`src/rtl/spi_slave_reg_ctrl.sv`:
```
// spi_slave_reg_ctrl: serial command front end for the SPI slave config
// register file. Decodes an 8-bit command, then either shifts in a write
// word (strobed combinationally on its last bit) or waits out the dummy
// cycles and shifts the read word back out on the negative edge.
// Optional build macro: SPI_REG_CTRL_QPI_EN enables 4-lane transfers
// selected by en_qpi; without it the block is single lane only.
module spi_slave_reg_ctrl #(
  parameter int REG_SIZE = 8
) (
  input  logic                sclk,
  input  logic                rstn,
  input  logic                cs_n,
  input  logic [3:0]          sdi,
  output logic [3:0]          sdo,
  output logic                sdo_oe,
  input  logic                en_qpi,
  input  logic [7:0]          dummy_cycles,
  output logic [1:0]          wr_addr,
  output logic [REG_SIZE-1:0] wr_data,
  output logic                wr_data_valid,
  output logic [1:0]          rd_addr,
  input  logic [REG_SIZE-1:0] rd_data
);

  localparam int CW = $clog2(REG_SIZE) + 1;

  typedef enum logic [2:0] {S_CMD, S_WDATA, S_DUMMY, S_RDATA, S_DONE} state_t;

  state_t              state, state_nxt;
  logic [CW-1:0]       cnt;
  logic [7:0]          dcnt;
  logic [7:0]          dummy_tgt;
  logic [REG_SIZE-1:0] rx_shift, rx_next, tx_shift;
  logic [7:0]          cmd_word;
  logic                arst_n, qpi;
  logic                cmd_last, bit_last, dm_last;

  // Chip select high acts as an asynchronous frame reset alongside rstn.
  assign arst_n = rstn & ~cs_n;

`ifdef SPI_REG_CTRL_QPI_EN
  assign qpi     = en_qpi;
  assign rx_next = qpi ? {rx_shift[REG_SIZE-5:0], sdi}
                       : {rx_shift[REG_SIZE-2:0], sdi[0]};
`else
  logic [3:0] unused_qpi_in;
  assign unused_qpi_in = {en_qpi, sdi[3:1]};
  assign qpi     = 1'b0;
  assign rx_next = {rx_shift[REG_SIZE-2:0], sdi[0]};
`endif

  // The low byte of the incoming word is the full command on its last clock.
  assign cmd_word  = rx_next[7:0];
  assign cmd_last  = (cnt == (qpi ? CW'(1) : CW'(7)));
  assign bit_last  = (cnt == (qpi ? CW'(REG_SIZE/4 - 1) : CW'(REG_SIZE - 1)));
  // Zero dummy cycles still costs one turnaround clock.
  assign dummy_tgt = (dummy_cycles == 8'd0) ? 8'd0 : dummy_cycles - 8'd1;
  assign dm_last   = (dcnt == dummy_tgt);

  // State register, cleared by reset or chip select deassertion.
  always_ff @(posedge sclk or negedge arst_n) begin
    if (!arst_n) state <= S_CMD;
    else         state <= state_nxt;
  end

  // Next-state decode.
  always_comb begin
    state_nxt = state;
    case (state)
      S_CMD: begin
        if (cmd_last) begin
          if (cmd_word[7:2] == 6'h1C)      state_nxt = S_WDATA;
          else if (cmd_word[7:2] == 6'h1D) state_nxt = S_DUMMY;
          else                             state_nxt = S_DONE;
        end
      end
      S_WDATA: if (bit_last) state_nxt = S_DONE;
      S_DUMMY: if (dm_last)  state_nxt = S_RDATA;
      S_RDATA: if (bit_last) state_nxt = S_DONE;
      S_DONE:  state_nxt = S_DONE;
      default: state_nxt = S_CMD;
    endcase
  end

  // Write port: strobe and word are live only during the last data bit.
  always_comb begin
    wr_data_valid = (state == S_WDATA) && bit_last;
    wr_data       = wr_data_valid ? rx_next : '0;
  end

  // Bit and dummy counters; bit counter restarts on every state change.
  always_ff @(posedge sclk or negedge arst_n) begin
    if (!arst_n) begin
      cnt  <= '0;
      dcnt <= '0;
    end else begin
      if (state != state_nxt)
        cnt <= '0;
      else if (state == S_CMD || state == S_WDATA || state == S_RDATA)
        cnt <= cnt + CW'(1);
      dcnt <= (state == S_DUMMY && !dm_last) ? dcnt + 8'd1 : 8'd0;
    end
  end

  // Receive and transmit shift registers.
  always_ff @(posedge sclk or negedge arst_n) begin
    if (!arst_n) begin
      rx_shift <= '0;
      tx_shift <= '0;
    end else begin
      if (state == S_CMD || state == S_WDATA)
        rx_shift <= rx_next;
      if (state == S_DUMMY && dm_last)
        tx_shift <= rd_data;
      else if (state == S_RDATA)
        tx_shift <= qpi ? {tx_shift[REG_SIZE-5:0], 4'b0000}
                        : {tx_shift[REG_SIZE-2:0], 1'b0};
    end
  end

  // Register addresses latch on the last command bit and survive cs_n.
  always_ff @(posedge sclk or negedge rstn) begin
    if (!rstn) begin
      wr_addr <= 2'd0;
      rd_addr <= 2'd0;
    end else if (state == S_CMD && cmd_last && !cs_n) begin
      wr_addr <= cmd_word[1:0];
      rd_addr <= cmd_word[1:0];
    end
  end

  // Read data launches on the falling edge so the master samples it on rise.
  always_ff @(negedge sclk or negedge arst_n) begin
    if (!arst_n) begin
      sdo    <= 4'd0;
      sdo_oe <= 1'b0;
    end else if (state == S_RDATA) begin
      sdo_oe <= 1'b1;
      sdo    <= qpi ? tx_shift[REG_SIZE-1 -: 4] : {3'b000, tx_shift[REG_SIZE-1]};
    end else begin
      sdo_oe <= 1'b0;
      sdo    <= 4'd0;
    end
  end

endmodule

```
`config.mk`:
```
export PLATFORM = sky130hd
export DESIGN_NAME = spi_slave_reg_ctrl
export DESIGN_NICKNAME = d
export VERILOG_FILES = /design/src/rtl/spi_slave_reg_ctrl.sv
export SDC_FILE = /design/constraint.sdc
export NUM_CORES = 1
export LEC_CHECK = 0
export ABC_AREA = 1
export CAP_MARGIN = 20
export CORE_MARGIN = 1.5
export CORE_UTILIZATION = 30
export DETAILED_ROUTE_END_ITERATION = 8
export GPL_ROUTABILITY_DRIVEN = 1
export MAX_ROUTING_LAYER = met4
export PLACE_DENSITY_LB_ADDON = 0.15
export SLEW_MARGIN = 20
export SYNTH_ARGS = -nofsm -noshare
export SYNTH_HDL_FRONTEND = slang
export SYNTH_SLANG_ARGS = --single-unit
```
`constraint.sdc`:
```
create_clock -name sclk -period 2.6 [get_ports sclk]
set_input_delay 0.26 -clock sclk [delete_from_list [all_inputs] [get_ports sclk]]
set_output_delay 0.26 -clock sclk [all_outputs]
set_load 0.05 [all_outputs]
```
==> qor.yml, run 1 <==
core.rowCount: 30
synth.top_cell.area_share_pct: 38.8
status: "finished clean"
seq_area_frac_synth_pct: 41.3
tot_gr_track_use_pct: 13.2
synth.lib_cells_used.distinct: 33
timing.clock.skew_ns: 0.00992
num-fill-cells: 721
numPortBuffers: 34
critical_path.cell_chain: "buf_12"
finalNetCount: 342
critPathRequiredTime_ns: 2.34
path_delay_family: "flip-flops"
crit_path_max_fanout: 1
ir_worst_vdd_mv: 0.202
cts-root-buf: "clkbuf_8"
ys.warnings.count: 0
clockBufferDepth: 2
fp.dieW_microns: 85.9
cp-end-kind: "output port"
timing.setup.tns_ns: 0
top_signal_layer_used: "met4"
synth_common_cells: "nand2_1, inv_1, nor2_1, dfrtp_1, nand3_1"
gr-total-overflow: 0
drt_drc_violations_left: 0
regToRegEndpoint: "sdo_oe$_DFF_NN0_"
multi_input_area_sq_um: 986
pre_cts_worst_setup_slack_ns: 0.109
ant_nets: 0
cts_num_sinks: 34
cts_hold_buffers: 0
route.vias.total: 1755
globalplace.congestion: 0.763
netlist.top_cell.by_area: "dfrtp_1"
vertical_extent_of_the_die_microns: 85.9
power.total_mw: 1.05
syn-mean-instance-area_sq_um: 7.47
setup_slack_ns: 0.143
regArea_sq_um: 851
power.static_leakage_nw: 1.26
detailedRoute.firstIterationViolations: 66
max_h_tree_level: 2
grt_first_pass_wirelength_microns: 7530
drt-total-wl_microns: 4140
cts.reportedPaths.clkPinSlew_ns: 0.06
synthCells: 276
final_core_utilization_pct: 38.6
hpwl_microns: 3220
die_footprint_sq_um: 7380
number_of_antenna_violations_at_the_first_check_in_global_routing: 0
rr_worst_depth: 3
tritoncts.num_buffers: 5
cts_tree: "yes"
worst-slew-pin-transition_ns: 0.499
met1Wirelength_microns: 2000
placeableCoreArea_sq_um: 6720
ios: 42
hold_path.class: "input port to asynchronous set/reset pin"
pwr_density_cell_nw_per_um2: 406
post_drt_via_cell_ratio: 4.43
insertedDiodeCount: 0
startpoint: "sdo_oe$_DFF_NN0_"
worstPathArrival_ns: 2.20
rsz0062_at_grt: "false"
r2r_setup_slack_ns: 0.35
critPathKind: "flop to output port"
clock_insertion_delay_worst_skew_ns: 0.29
largest_net_degree_at_the_start_of_global_routing: 28
syn-cell-area_sq_um: 2060
slew_viol_final: 0
fin_hold_ws_ns: 0.154
postSynth.asyncResetShare_pct: 100
critical_path.max_stage_delay_ns: 0.46
crit-reg2reg-launch: "state[2]$_DFF_PN0_"
wl_met3_microns: 166
hold_fails_final_rpt: 0
synth_flop_cell: "dfrtp_1"
synth_edf_count: 0
drv.max_cap_violation_count: 0
initial_utilization_pct: 30.7
ys_top_cells_by_area: "dfrtp_1, nand2_1, inv_1"
p_r_area_growth_vs_syn_pct: 25.8
synth.most_common_cell: "nand2_1"
route.met2.wl_microns: 1910
worst_setup_path_start_kind: "flop"
worst_path_buffer_plus_inverter_count: 1
grt_pass1_vias: 1714
max_slew_margin_pct: 66.7
drt_pre_antenna_iters: 4
synth.ff_latch_count: 34
avgRoutedWirePerCell_microns: 10.5
drive_above_1_share_pct: 16.1
final-setup-viol-count: 0
cpMaxStageDelayCell: "dfrtn_1"
## through the flow
stage,cell area [sq um],std cells
floorplan,2070,278
global placement,2500,388
detailed placement,2500,388
CTS,2590,396
global route,2590,396
finish,2590,396
## cell usage in the layout, fill, tap and decap left out
cell	n
a21oi_1	4
a32oi_1	1
buf_12	3
buf_4	12
clkbuf_1	1
clkbuf_8	6
clkdlybuf4s50_1	23
clkinv_1	1
clkinv_2	1
clkinv_8	1
conb_1	3
dfrtn_1	2
dfrtp_1	32
dlymetal6s2s_1	1
ha_1	3
inv_1	39
inv_2	2
mux2i_1	1
nand2_1	61
nand2_2	7
nand2_4	2
nand3_1	20
nand3_2	9
nand4_1	6
nor2_1	35
nor2_2	6
nor3_1	5
nor3b_1	2
o211ai_1	1
o21ai_0	16
o21ai_1	1
o21ai_2	1
o22ai_1	1
or2_2	1
xnor2_1	2
xor2_1	4
## registers in the layout, indices dropped and copies added, names as in the netlist
register	flops
sdo	1
state	3
wr_addr	2
tx_shift	8
cnt	4
dcnt	8
rx_shift	7
sdo_oe	1
## power by group
group | switching (mW) | total (mW) | internal, mW
sequential | 0.00473 | 0.541 | 0.536
clock | 0.177 | 0.390 | 0.213
combinational | 0.0731 | 0.122 | 0.0490
## kinds of logic (layout without fill, tap and decap cells)
family                     count (synthesis)  after routing  synth area share (%)
other                                      1              3                 0.182
buffers and inverters                     52             90                  11.4
adders and majority gates                  3              3                  1.82
and+or+nand+nor                          154            154                  35.7
xor gates and xnor gates                   6              6                  2.55
muxes                                      1              1                 0.485
AOI/OAI and AO/OA                         25             25                  6.61
DFF                                       34             34                  41.3
## routing by layer
layer / global-route usage [%] / vias up
met4: 5.28 / 0
met3: 2.41 / 5
met5: - / -
met1: 16.5 / 778
met2: 21.1 / 34
li1: - / 938
## how the worst max path moves through the flow
stage,endpoint,cells after the start,slack (ns)
after CTS,wr_data_valid,6,0.11
after detailed placement,tx_shift[6]$_DFFE_PN0P_,16,0.11
after global routing,sdo_oe,1,0.11
after global placement,tx_shift[6]$_DFFE_PN0P_,16,0.1
final,sdo_oe,1,0.14
after floorplan,wr_data[0],7,-0.12
## timing repair
item                                    CTS  global route
hold endpoints to repair                  0             0
setup buffers                             0             0
resized for setup                         0             1
endpoints found under the setup margin    0             1
## layout make-up
class	instances	share of cell area (%)
Timing Repair Buffer	39	15.1
Multi-Input combinational cell	192	38.0
Inverter	43	6.70
Sequential cell	34	32.8
Clock buffer	7	3.33
Clock inverter	1	0.193
Tap cell	80	3.86
No activity file was read; power rests on OpenSTA's default activity.
==> run 2, diff against run 1 <==
--- a/config.mk
+++ b/config.mk
@@ -8,7 +8,7 @@
 export ABC_AREA = 1
 export CAP_MARGIN = 20
 export CORE_MARGIN = 1.5
-export CORE_UTILIZATION = 30
+export CORE_UTILIZATION = 51
 export DETAILED_ROUTE_END_ITERATION = 8
 export GPL_ROUTABILITY_DRIVEN = 1
 export MAX_ROUTING_LAYER = met4
==> run 2 against run 1 <==
Against the previous run: utilization is 29 points higher; largest cell class unchanged; clock skew rose by 0.0019 ns; critical path depth stayed put; combinational power is essentially flat.
==> qor.yml, run 2 (synthesized netlist as in run 1, its figures left out) <==
detailedRoute.firstIterationViolations: 145  # +120%
layout_commonest_cell: "nand2_1"
cp-end-kind: "output port"
path_delay_family: "flip-flops"
initial_utilization_pct: 54.7  # +24 points
post_drt_via_cell_ratio: 4.94  # +12%
drt-total-wl_microns: 3930  # -5.2%
pre_cts_worst_setup_slack_ns: 0.147  # +0.0382 ns
placement.cell_area_sq_um: 2450  # -2.1%
die_footprint_sq_um: 4430  # -40%
clock_insertion_delay_worst_skew_ns: 0.29  # about the same
timing.clock.skew_ns: 0.0118  # +0.00192 ns
cpMaxStageDelayCell: "dfrtn_1"
timing.setup.tns_ns: 0  # unchanged
setup_slack_ns: 0.165  # +0.0219 ns
final_area_sq_um: 2560  # -1.2%
startpoint: "sdo_oe$_DFF_NN0_"
cts-root-buf: "clkbuf_8"
worst_setup_path_start_kind: "flop"
gr-total-overflow: 0  # unchanged
final_core_utilization_pct: 68.0  # +29 points
crit-reg2reg-launch: "state[2]$_DFF_PN0_"
fp.dieW_microns: 66.6  # -22%
worstPathArrival_ns: 2.18  # -0.02 ns
vertical_extent_of_the_die_microns: 66.6  # -22%
highest_count_cells_in_the_layout_ignoring_fill_and_taps: "nand2_1, inv_1, nor2_1"
final-setup-viol-count: 0  # unchanged
critical_path.max_stage_delay_ns: 0.44  # -0.02 ns
cts_tree: "yes"
hold_fails_final_rpt: 0  # unchanged
route.vias.total: 1799  # +2.5%
number_of_antenna_violations_at_the_first_check_in_global_routing: 0  # unchanged
tot_gr_track_use_pct: 20.6  # +7.4 points
drt_pre_antenna_iters: 4  # unchanged
drv.max_cap_violation_count: 0  # unchanged
cts_num_sinks: 34  # unchanged
ir_worst_vdd_mv: 0.356  # +76%
insertedDiodeCount: 0  # unchanged
rsz0062_at_grt: "false"
power.share.combinational_pct: 10.8  # -0.8 points
num-fill-cells: 333  # -54%
slew_viol_final: 0  # unchanged
critPathRequiredTime_ns: 2.34  # about the same
status: "finished clean"
ant_nets: 0  # unchanged
worst-slew-pin-transition_ns: 0.735  # +0.236 ns
critical_path.cell_chain: "buf_12"
core.rowCount: 22  # -27%
worst_path_buffer_plus_inverter_count: 1  # unchanged
hold_path.class: "input port to asynchronous set/reset pin"
clkPwrFrac_pct: 41.9  # +4.9 points
pwr_density_cell_nw_per_um2: 446  # +9.8%
grt_first_pass_wirelength_microns: 6650  # -12%
layout_top_registers: "dcnt (8), tx_shift (8), rx_shift (7)"
cts.reportedPaths.clkPinSlew_ns: 0.07  # about the same
drive_above_1_share_pct: 16.5  # +0.32 points
crit_path_max_fanout: 1  # unchanged
hpwl_microns: 3090  # -4.2%
avgRoutedWirePerCell_microns: 10.8  # +3.1%
tritoncts.num_buffers: 5  # unchanged
net-switching-power_uw: 273  # +7.0%
max_slew_margin_pct: 50.7  # -16 points
globalplace.congestion: 0.850  # +11%
largest_net_degree_at_the_start_of_global_routing: 22  # -21%
p_seq_share_pct: 47.3  # -4.1 points
power.static_leakage_nw: 1.26  # -0.34%
sw_frac_of_total_pct: 23.8  # -0.34 points
finalNetCount: 342  # unchanged
numPortBuffers: 34  # unchanged
placeableCoreArea_sq_um: 3770  # -44%
drt_drc_violations_left: 0  # unchanged
intPower_uw: 871  # +9.1%
max_h_tree_level: 2  # unchanged
critPathKind: "flop to output port"
p_r_area_growth_vs_syn_pct: 24.4
clockBufferDepth: 2  # unchanged
ios: 42  # unchanged
grt_pass1_vias: 1610  # -6.1%
[run 2: changes by cell type in the layout (fill, tap and decap cells not counted)]
cell	previous run	this run
bufinv_16	0	1
clkbuf_1	1	0
o21ai_0	16	15
buf_12	3	2
clkbuf_8	6	5
buf_4	12	13
o21ai_1	1	2
clkinvlp_4	0	2
clkinv_2	1	0
[run 2: path summary, 6_finish.rpt]
kind | end | slack [ns] | depth (start not counted)
setup / recovery | sdo_oe | 0.16 | 1
hold / removal | wr_addr[0]$_DFFE_PN0P_ | 0.15 | 1
setup reg to reg | sdo_oe$_DFF_NN0_ | 0.29 | 3
hold reg to reg | rx_shift[4]$_DFFE_PN0P_ | 0.50 | 2
max in group asynchronous | sdo_oe$_DFF_NN0_ | 0.71 | 3
min in group sclk | rx_shift[4]$_DFFE_PN0P_ | 0.50 | 2
[run 2: what timing repair did]
item                                    in CTS  in global routing
setup buffers                                0                  0
resized for setup                            0                  1
hold buffers                                 0                  0
endpoints found under the setup margin       0                  1
[run 2: power groups by stage]
stage                     combinational (mW)  sequential, mW  clock [mW]
after global routing                   0.138           0.542       0.515
after CTS                              0.125           0.541       0.495
after global placement                 0.122           0.551           0
final                                  0.124           0.541       0.479
after detailed placement               0.124           0.551           0
after floorplan                       0.0705           0.555           0
[run 2: cell type report]
type | count | area [sq um] | share of cell area [%]
clock buffer | 5 | 68.8 | 2.68
clock inverter | 3 | 45.0 | 1.76
inverter | 43 | 174 | 6.78
multi-input combinational | 192 | 986 | 38.4
sequential | 34 | 851 | 33.2
tap | 48 | 60.1 | 2.34
timing repair buffer | 39 | 380 | 14.8
[run 2: per-layer routing]
metal	vias up	routed length, microns	global-route usage (%)
met2	38	1910	33.1
met4	0	42	6.89
met5	-	0	-
met3	4	184	5.57
met1	820	1790	25.2
li1	937	-	-
[run 2: stage by stage]
stage	std cells	power, mW	hold WS, ns
floorplan	278	0.626	-0.0356
global placement	356	0.673	0.445
detailed placement	356	0.675	0.447
CTS	364	1.16	0.135
global route	364	1.19	0.142
finish	364	1.14	0.145
[run 2: worst register-to-register path, cell delays in order, from the launching register on]
cell and delay [ns]:
dfrtp_1 0.46, nor2_1 0.11, nand2_1 0.17, clkinv_1 0.12
